==> config.mk <==
export PLATFORM = sky130hd
export DESIGN_NAME = pe_pool_flat
export DESIGN_NICKNAME = d
export VERILOG_FILES = /design/src/rtl/pe_pool_if.sv /design/src/rtl/pe_pool.sv /design/src/flat_wrapper.sv
export SDC_FILE = /design/constraint.sdc
export NUM_CORES = 1
export LEC_CHECK = 0
export CORE_MARGIN = 1
export CORE_UTILIZATION = 45
export DETAILED_ROUTE_END_ITERATION = 16
export MAX_ROUTING_LAYER = met4
export PLACE_DENSITY = 0.65
export SLEW_MARGIN = 0
export SYNTH_ARGS = -nofsm -noshare
export SYNTH_HDL_FRONTEND = slang
export SYNTH_SLANG_ARGS = --single-unit
==> constraint.sdc <==
create_clock -name clk -period 3.4 [get_ports clk]
set_input_delay 0.34 -clock clk [delete_from_list [all_inputs] [get_ports clk]]
set_output_delay 0.34 -clock clk [all_outputs]
set_load 0.02 [all_outputs]
==> src/rtl/pe_pool_if.sv <==
// PE-result input beat, frame bias, and pooled output bundle for pe_pool.
// The PE side uses master; the pooling stage uses slave.
interface pe_pool_if #(
  parameter int RES_WIDTH = 37,
  parameter int OUT_WIDTH = 16
);
  logic signed [RES_WIDTH-1:0] result;
  logic                        valid;
  logic signed [OUT_WIDTH-1:0] bias;
  logic        [OUT_WIDTH-1:0] outDat;
  logic                        outValid;
  logic                        frameDone;

  modport master (
    output result, valid, bias,
    input  outDat, outValid, frameDone
  );

  modport slave (
    input  result, valid, bias,
    output outDat, outValid, frameDone
  );
endinterface

==> src/rtl/pe_pool.sv <==
// Bias + ReLU + saturating rescale, then 2x2 max-pool of a raster conv feature map.
// Latency: 3 cycles from input beat to outValid strobe; one beat per cycle sustained.
// Backpressure: none, every valid beat is accepted and gaps simply stall nothing.
module pe_pool #(
  parameter int RES_WIDTH  = 37,
  parameter int OUT_WIDTH  = 16,
  parameter int FRAC_SHIFT = 8,
  parameter int MAP_WIDTH  = 24,
  parameter int MAP_HEIGHT = 24
) (
  input logic     clk,
  input logic     rst_n,
  pe_pool_if.slave io
);
  localparam int SW       = RES_WIDTH + 1;
  localparam int CW       = $clog2(MAP_WIDTH);
  localparam int RW       = $clog2(MAP_HEIGHT);
  localparam int LB_DEPTH = MAP_WIDTH / 2;
  localparam int LAW      = (LB_DEPTH > 1) ? $clog2(LB_DEPTH) : 1;

  localparam logic [CW-1:0] COL_LAST = CW'(MAP_WIDTH - 1);
  localparam logic [RW-1:0] ROW_LAST = RW'(MAP_HEIGHT - 1);
  localparam logic [SW-1:0] SAT_WIDE = {{(SW-OUT_WIDTH+1){1'b0}}, {(OUT_WIDTH-1){1'b1}}};
  localparam logic [OUT_WIDTH-1:0] SAT_OUT = {1'b0, {(OUT_WIDTH-1){1'b1}}};

  logic                 s1_vld_q, s1_vld_d;
  logic signed [SW-1:0] sum_q, sum_d;
  logic                 s2_vld_q, s2_vld_d;
  logic [OUT_WIDTH-1:0] act_q, act_d;
  logic [CW-1:0]        col_q, col_d;
  logic [RW-1:0]        row_q, row_d;
  logic [OUT_WIDTH-1:0] hold_q, hold_d;
  logic [OUT_WIDTH-1:0] out_dat_q, out_dat_d;
  logic                 out_vld_q, out_vld_d;
  logic                 frame_done_q, frame_done_d;

  logic [OUT_WIDTH-1:0] lbuf_q [LB_DEPTH];
  logic [SW-1:0]        shifted;
  logic [OUT_WIDTH-1:0] hmax;
  logic [OUT_WIDTH-1:0] lb_rd;
  logic [LAW-1:0]       lb_idx;
  logic                 lb_we;

  // Stage 1 widens by one bit so result + bias can never overflow.
  always_comb begin
    s1_vld_d = io.valid;
    sum_d    = sum_q;
    if (io.valid) begin
      sum_d = {io.result[RES_WIDTH-1], io.result}
            + {{(SW-OUT_WIDTH){io.bias[OUT_WIDTH-1]}}, io.bias};
    end
  end

  always_comb begin
    s2_vld_d = s1_vld_q;
    act_d    = act_q;
    shifted  = sum_q >>> FRAC_SHIFT;
    if (s1_vld_q) begin
      if (sum_q[SW-1]) begin
        act_d = '0;
      end else if (shifted > SAT_WIDE) begin
        act_d = SAT_OUT;
      end else begin
        act_d = shifted[OUT_WIDTH-1:0];
      end
    end
  end

  assign hmax   = (act_q > hold_q) ? act_q : hold_q;
  assign lb_idx = LAW'(col_q >> 1);
  assign lb_rd  = lbuf_q[lb_idx];

  // Even rows park their horizontal max per column pair; odd rows finish the window.
  always_comb begin
    col_d        = col_q;
    row_d        = row_q;
    hold_d       = hold_q;
    out_dat_d    = out_dat_q;
    out_vld_d    = 1'b0;
    frame_done_d = 1'b0;
    lb_we        = 1'b0;
    if (s2_vld_q) begin
      if (!col_q[0]) begin
        hold_d = act_q;
      end else if (!row_q[0]) begin
        lb_we = 1'b1;
      end else begin
        out_dat_d    = (lb_rd > hmax) ? lb_rd : hmax;
        out_vld_d    = 1'b1;
        frame_done_d = (row_q == ROW_LAST) && (col_q == COL_LAST);
      end
      if (col_q == COL_LAST) begin
        col_d = '0;
        row_d = (row_q == ROW_LAST) ? '0 : row_q + 1'b1;
      end else begin
        col_d = col_q + 1'b1;
      end
    end
  end

  always_ff @(posedge clk or negedge rst_n) begin
    if (!rst_n) begin
      s1_vld_q     <= 1'b0;
      sum_q        <= '0;
      s2_vld_q     <= 1'b0;
      act_q        <= '0;
      col_q        <= '0;
      row_q        <= '0;
      hold_q       <= '0;
      out_dat_q    <= '0;
      out_vld_q    <= 1'b0;
      frame_done_q <= 1'b0;
    end else begin
      s1_vld_q     <= s1_vld_d;
      sum_q        <= sum_d;
      s2_vld_q     <= s2_vld_d;
      act_q        <= act_d;
      col_q        <= col_d;
      row_q        <= row_d;
      hold_q       <= hold_d;
      out_dat_q    <= out_dat_d;
      out_vld_q    <= out_vld_d;
      frame_done_q <= frame_done_d;
    end
  end

  // Every entry is written on an even row before the odd row reads it, so no reset.
  always_ff @(posedge clk) begin
    if (lb_we) begin
      lbuf_q[lb_idx] <= hmax;
    end
  end

  assign io.outDat    = out_dat_q;
  assign io.outValid  = out_vld_q;
  assign io.frameDone = frame_done_q;
endmodule
==> src/flat_wrapper.sv <==
// flat-port wrapper written by rule: the top's interface ports become plain ports
module pe_pool_flat 
#(
  parameter int RES_WIDTH  = 37,
  parameter int OUT_WIDTH  = 16,
  parameter int FRAC_SHIFT = 8,
  parameter int MAP_WIDTH  = 24,
  parameter int MAP_HEIGHT = 24
)
  (clk, rst_n, io_result, io_valid, io_bias, io_outDat, io_outValid, io_frameDone);
  pe_pool_if #(.RES_WIDTH(RES_WIDTH), .OUT_WIDTH(OUT_WIDTH)) io_i ();
  input logic clk;
  input logic rst_n;
  input wire logic [$bits(io_i.result)-1:0] io_result;
  input wire logic [$bits(io_i.valid)-1:0] io_valid;
  input wire logic [$bits(io_i.bias)-1:0] io_bias;
  output wire logic [$bits(io_i.outDat)-1:0] io_outDat;
  output wire logic [$bits(io_i.outValid)-1:0] io_outValid;
  output wire logic [$bits(io_i.frameDone)-1:0] io_frameDone;
  assign io_i.result = io_result;
  assign io_i.valid = io_valid;
  assign io_i.bias = io_bias;
  assign io_outDat = io_i.outDat;
  assign io_outValid = io_i.outValid;
  assign io_frameDone = io_i.frameDone;
  pe_pool #(.RES_WIDTH(RES_WIDTH), .OUT_WIDTH(OUT_WIDTH), .FRAC_SHIFT(FRAC_SHIFT), .MAP_WIDTH(MAP_WIDTH), .MAP_HEIGHT(MAP_HEIGHT)) u_core (.clk(clk), .rst_n(rst_n), .io(io_i));
endmodule
=== Word-level counts from Yosys, hierarchy flattened ===
Memory sizes are Yosys's and may differ from the RTL's.
Cells that the tools add are included.

* Add/sub/neg operators: 3
* $lt $le $gt $ge: 3
* Equal/unequal tests: 2
* Muxes and demuxes: 17
* Bitwise logic cells: 1
* Reductions and logical operators: 4

{| class="wikitable"
|+ Operator list
! operator !! count
|-
| $mux W16 || 4
|-
| $add A37 B16 Y38 || 1
|-
| $gt A38 B15 Y1 const B || 1
|-
| $gt A16 B16 Y1 || 2
|-
| $mux W1 || 11
|-
| $add A5 B1 Y5 const B || 2
|-
| $eq A5 B5 Y1 const B || 2
|-
| $mux W5 || 2
|-
| $reduce_and A2 Y1 || 2
|-
| $reduce_and A3 Y1 || 1
|-
| $logic_and A1 B1 Y1 || 1
|-
| $not A1 Y1 || 1
|}

* Register bits: 100
* Memory bits (writable): 192
* Bits of input ports: 56
* Output and inout port bits: 18
* Word-level logic and storage cells: 41
* Memories: 1

{| class="wikitable"
|+ Memory list
! memory !! words !! width !! read ports !! clocked after memory_dff !! write ports !! line !! text
|-
| u_core.lbuf_q || 12 || 16 || 1 || 0 || 1 || pe_pool.sv:37 || <nowiki>logic [OUT_WIDTH-1:0] lbuf_q [LB_DEPTH];</nowiki>
|}

=== Depth between registers and ports, before layout ===
* Word-level depth: 5
* Mapped depth: 19
* Depth with buffers taken out: 16

=== Worst setup path before layout ===
OpenSTA, ideal clock, no wires.

* Path kind: reg2reg
* Start point: register u_core.act_q[13]
* End point: register u_core.out_dat_q[10] (netlist: u_core.io.outDat[10])
* Setup time: 0.132 ns
* Arrival: 3.638 ns
* Data required time: 3.268 ns
* Slack: -0.371 ns
* Cell stages (with the launch flop): 18
* Buffers on the path: 3
* Clock period less this slack: 3.771 ns
* Cell sequence: dfrtp_1 -> ha_1 -> a21o_1 -> a21o_1 -> a211oi_1 -> a21boi_0 -> buf_2 -> buf_4 -> o22ai_1 -> ha_1 -> nor2b_1 -> o211ai_1 -> a21o_1 -> a211oi_1 -> o31ai_4 -> clkbuf_1 -> a2bb2oi_1 -> o21ai_0

* Longest elaborated chain between the ends: 4

{| class="wikitable"
|+ RTL lines
! element !! line !! text
|-
| start: declaration || pe_pool.sv:29 || <nowiki>logic [OUT_WIDTH-1:0] act_q, act_d;</nowiki>
|-
| start signal: assignment || pe_pool.sv:117 || <nowiki>act_q <= act_d;</nowiki>
|-
| $gt A16 B16 Y1 || pe_pool.sv:69 || <nowiki>assign hmax = (act_q > hold_q) ? act_q : hold_q;</nowiki>
|-
| $mux W16 || pe_pool.sv:69 ||
|-
| via u_core.hmax[0] || pe_pool.sv:39 || <nowiki>logic [OUT_WIDTH-1:0] hmax;</nowiki>
|-
| $gt A16 B16 Y1 || pe_pool.sv:88 || <nowiki>out_dat_d = (lb_rd > hmax) ? lb_rd : hmax;</nowiki>
|-
| $mux W16 || pe_pool.sv:88 ||
|-
| end signal: assignment || pe_pool.sv:121 || <nowiki>out_dat_q <= out_dat_d;</nowiki>
|-
| end: declaration || pe_pool.sv:33 || <nowiki>logic [OUT_WIDTH-1:0] out_dat_q, out_dat_d;</nowiki>
|}

The timed path passes the listed nets, and every way through them passes these cells.
A chain may end at the register's enable or synchronous reset.

=== Worst setup path after layout ===
* Start point: register u_core.hold_q[9]
* End point: register u_core.out_dat_q[10] (netlist: u_core.io.outDat[10])

* Longest elaborated chain between the ends: 4

{| class="wikitable"
|+ RTL lines
! element !! line !! text
|-
| start: declaration || pe_pool.sv:32 || <nowiki>logic [OUT_WIDTH-1:0] hold_q, hold_d;</nowiki>
|-
| start signal: assignment || pe_pool.sv:120 || <nowiki>hold_q <= hold_d;</nowiki>
|-
| $gt A16 B16 Y1 || pe_pool.sv:69 ||
|-
| $mux W16 * || pe_pool.sv:69 ||
|-
| $gt A16 B16 Y1 || pe_pool.sv:88 ||
|-
| $mux W16 * || pe_pool.sv:88 ||
|}

Mark *: on every way between the ends. The rest lies on a longest branch, timed or not.

==> impl_metrics.json <==
{
  "viasPerCell": 5.665,
  "rsz0062_at_grt": "yes",
  "dr.pass1.iters": 13,
  "vias": 9535,
  "worst_ep_required_time_ns": 3.86,
  "nNetsFinal": 1390,
  "yosysTopAreaCellShare": 0.4065,
  "max_slew_margin": 0.4788,
  "dp_hpwl_um": 22640,
  "path_clk_slew_ns": 0.06,
  "grt_use_total": 0.2080,
  "clockBufferDepth": 3,
  "multi_input_area_um2": 5954,
  "skew_ns": 0.01941,
  "slowest_stage": "or4_4",
  "drt_iter0_markers": 845,
  "leakage_nw": 6.539,
  "final_area_um2": 17310,
  "crit_chain": "inv_1 > ha_1 > a21o_1 > nand3_1 > a21oi_2 > a211oi_2 > a21boi_2 > buf_6 > buf_6 > mux2i_2 > ha_1 > nand4_1 > or4_4 > o31ai_4 > buf_6 > nand2_8 > o21ai_2",
  "cts_tree": "done",
  "yosysTopAreaCell": "edfxtp_1",
  "nFillCells": 2464,
  "dieArea_um2": 32240,
  "syn_to_final_growth_pct": 22.03,
  "numCtsBuffers": 30,
  "path_class": "register to register",
  "htreeDepth": 1,
  "seq_area_um2": 8073,
  "final_cell_mix": "192 x edfxtp_1, 100 x nand2_1, 99 x buf_4",
  "async_reset_ff_frac": 0.3239,
  "initial_core_util": 0.4601,
  "first_global_vias": 9549,
  "grt_pass1_wl_um": 52060,
  "io_buffers": 73,
  "wl_per_cell_um": 19.22,
  "postSynthRegisterBits": 284,
  "synth-edff-count": 192,
  "start_kind": "register",
  "antenna_found_initial": 0,
  "root_buffer": "clkbuf_16",
  "gr-total-overflow": 0,
  "fp.coreArea_um2": 30830,
  "diodes": 0,
  "final_layout_size_suffix_gt1_frac": 0.2269,
  "fin_setup_tns_ns": -2.388,
  "pin_count": 74,
  "synth_area_um2": 14180,
  "post_dp_cell_area_um2": 16030,
  "post-route-period-util": 1.052,
  "hold_class": "primary input to asynchronous set/reset pin",
  "row_count": 64,
  "netlist_instances": 1101,
  "synth_area_leaders": "edfxtp_1 41%, dfrtp_1 16%, mux4_2 7.6%, ha_1 6.2%, o21ai_0 2.9%",
  "synth_cell_type_count": 74,
  "synth_ff_type": "edfxtp_1",
  "final_common_cell": "edfxtp_1",
  "fin_ws_ns": -0.1780,
  "grt_max_degree": 54,
  "final.min_clock_period_ns": 3.578,
  "cp_max_fo": 8,
  "hold_viol_final": 0,
  "violations": "DRC, setup timing",
  "drt_wl_total_um": 32340,
  "setup_viol": 16,
  "power_density_nw_per_um2": 781.8,
  "antenna_left": 0,
  "ys_warn_count": 0,
  "worst_pin_slew_ns": 0.7789,
  "final_util": 0.5614,
  "cpPeakStageDelay_ns": 0.53,
  "critical_path_arrival_ns": 4.04,
  "crit_buf_inv": 4,
  "syn-mean-instance-area_um2": 12.88,
  "endpoint_kind": "register",
  "ys_seq_area_frac": 0.5688,
  "worst_hold_slack_ns": 0.4124,
  "cts_sinks": 284,
  "die_w_um": 179.5,
  "fmax_ghz": 0.2795,
  "place_congestion": 0.8650,
  "slew_violations": 0,
  "drv_cap": 0,
  "ir_drop_mv": 0.5298,
  "drc_errors": 3,
  "worstSkewPairLatency_ns": 0.55,
  "worst_path_most_repeated_cell": "buf_6",
  "synth_fp_nets": 1227,
  "status": "finished with violations",
  "die_height_um": 179.5,
  "path_delay_family": "simple AND/OR/NAND/NOR gates"
}
==> stage by stage <==
step / power [W] / std cells / setup WS [ns]
after global placement: 0.009812 / 1618 / -0.3389
final: 0.01353 / 1683 / -0.1780
after detailed placement: 0.009913 / 1618 / -0.4627
after CTS: 0.01351 / 1680 / -0.1207
after global routing: 0.01424 / 1683 / -0.3902
after floorplan: 0.007959 / 1101 / -0.1309
==> kinds of logic after synthesis <==
| family | share of synthesized area |
|---|---|
| compound gates | 0.1126 |
| fa+ha+maj | 0.06174 |
| xor+xnor | 0.01111 |
| flops | 0.5688 |
| mux | 0.1259 |
| simple gates | 0.08988 |
| buf+inv | 0.03008 |
==> state kept, by name, summed over array words and instances, names as in the netlist <==
| name | cells |
|---|---|
| u_core.io.outValid | 1 |
| u_core.s2_vld_q | 1 |
| u_core.s1_vld_q | 1 |
| u_core.act_q | 16 |
| u_core.io.frameDone | 1 |
| u_core.hold_q | 16 |
| u_core.col_q | 5 |
| u_core.row_q | 5 |
| u_core.io.outDat | 16 |
| u_core.sum_q | 30 |
| u_core.lbuf_q | 192 |
==> routing by layer <==
layer | global-route usage | part of all wire
met1 | 0.2952 | 0.46
met3 | 0.03282 | 0.059
met4 | 0.03483 | 0.014
met2 | 0.3217 | 0.47
met5 | - | 0
==> report_power, final <==
group	switching, W	internal, W	leakage, nW	total, W
combinational	0.00294	0.00265	3.22	0.00558
sequential	0.000253	0.00450	2.85	0.00475
clock	0.00128	0.00191	0.474	0.00320
==> layout make-up <==
cell class                      count  share of cell area
Tap cell                          396             0.02863
Timing Repair Buffer              183             0.09484
Multi-Input combinational cell    720              0.3440
Sequential cell                   284              0.4664
Clock buffer                       46             0.05038
Inverter                           45            0.009759
Clock inverter                      9            0.006000
==> repair_timing <==
item,CTS,global route
resized for setup,37,13
endpoints found under the setup margin,16,16
hold buffers,1,0
pin swaps,17,3
cloned,1,0
endpoints found under the hold margin,51,0
buffers inserted,6,3
==> cells in the mapped netlist, types with 4 or more instances <==
master / number
a21oi_1: 53
or3_1: 4
or4_1: 5
buf_4: 6
nand2_1: 101
nor2_1: 74
a31oi_1: 4
o21ai_0: 83
buf_2: 11
ha_1: 70
a211o_1: 4
edfxtp_1: 192
a21o_1: 22
o31ai_1: 5
dfrtp_1: 92
nand3_1: 10
nand2b_1: 7
nor4_1: 6
mux4_2: 48
nand4_1: 30
nor3_1: 10
clkbuf_1: 31
a2bb2oi_1: 15
a211oi_1: 8
o211ai_1: 6
inv_1: 44
o311ai_0: 5
xnor2_1: 15
mux2_2: 31
mux2i_1: 34
nor2b_1: 8
o21bai_1: 4
==> path summary, 6_finish.rpt <==
check,from,slack [ns],to,depth (start not counted)
worst max-delay path,u_core.hold_q[9],-0.18,u_core.io.outDat[10],17
worst min-delay path,rst_n,0.41,u_core.sum_q[9],2
worst max register to register,u_core.hold_q[9],-0.18,u_core.io.outDat[10],17
worst min register to register,u_core.sum_q[9],0.50,u_core.sum_q[9],2
max in group asynchronous,rst_n,2.22,u_core.io.outDat[14],3
min in group clk,u_core.sum_q[9],0.50,u_core.sum_q[9],2
Note: power is estimated with default switching activity, not from simulation.
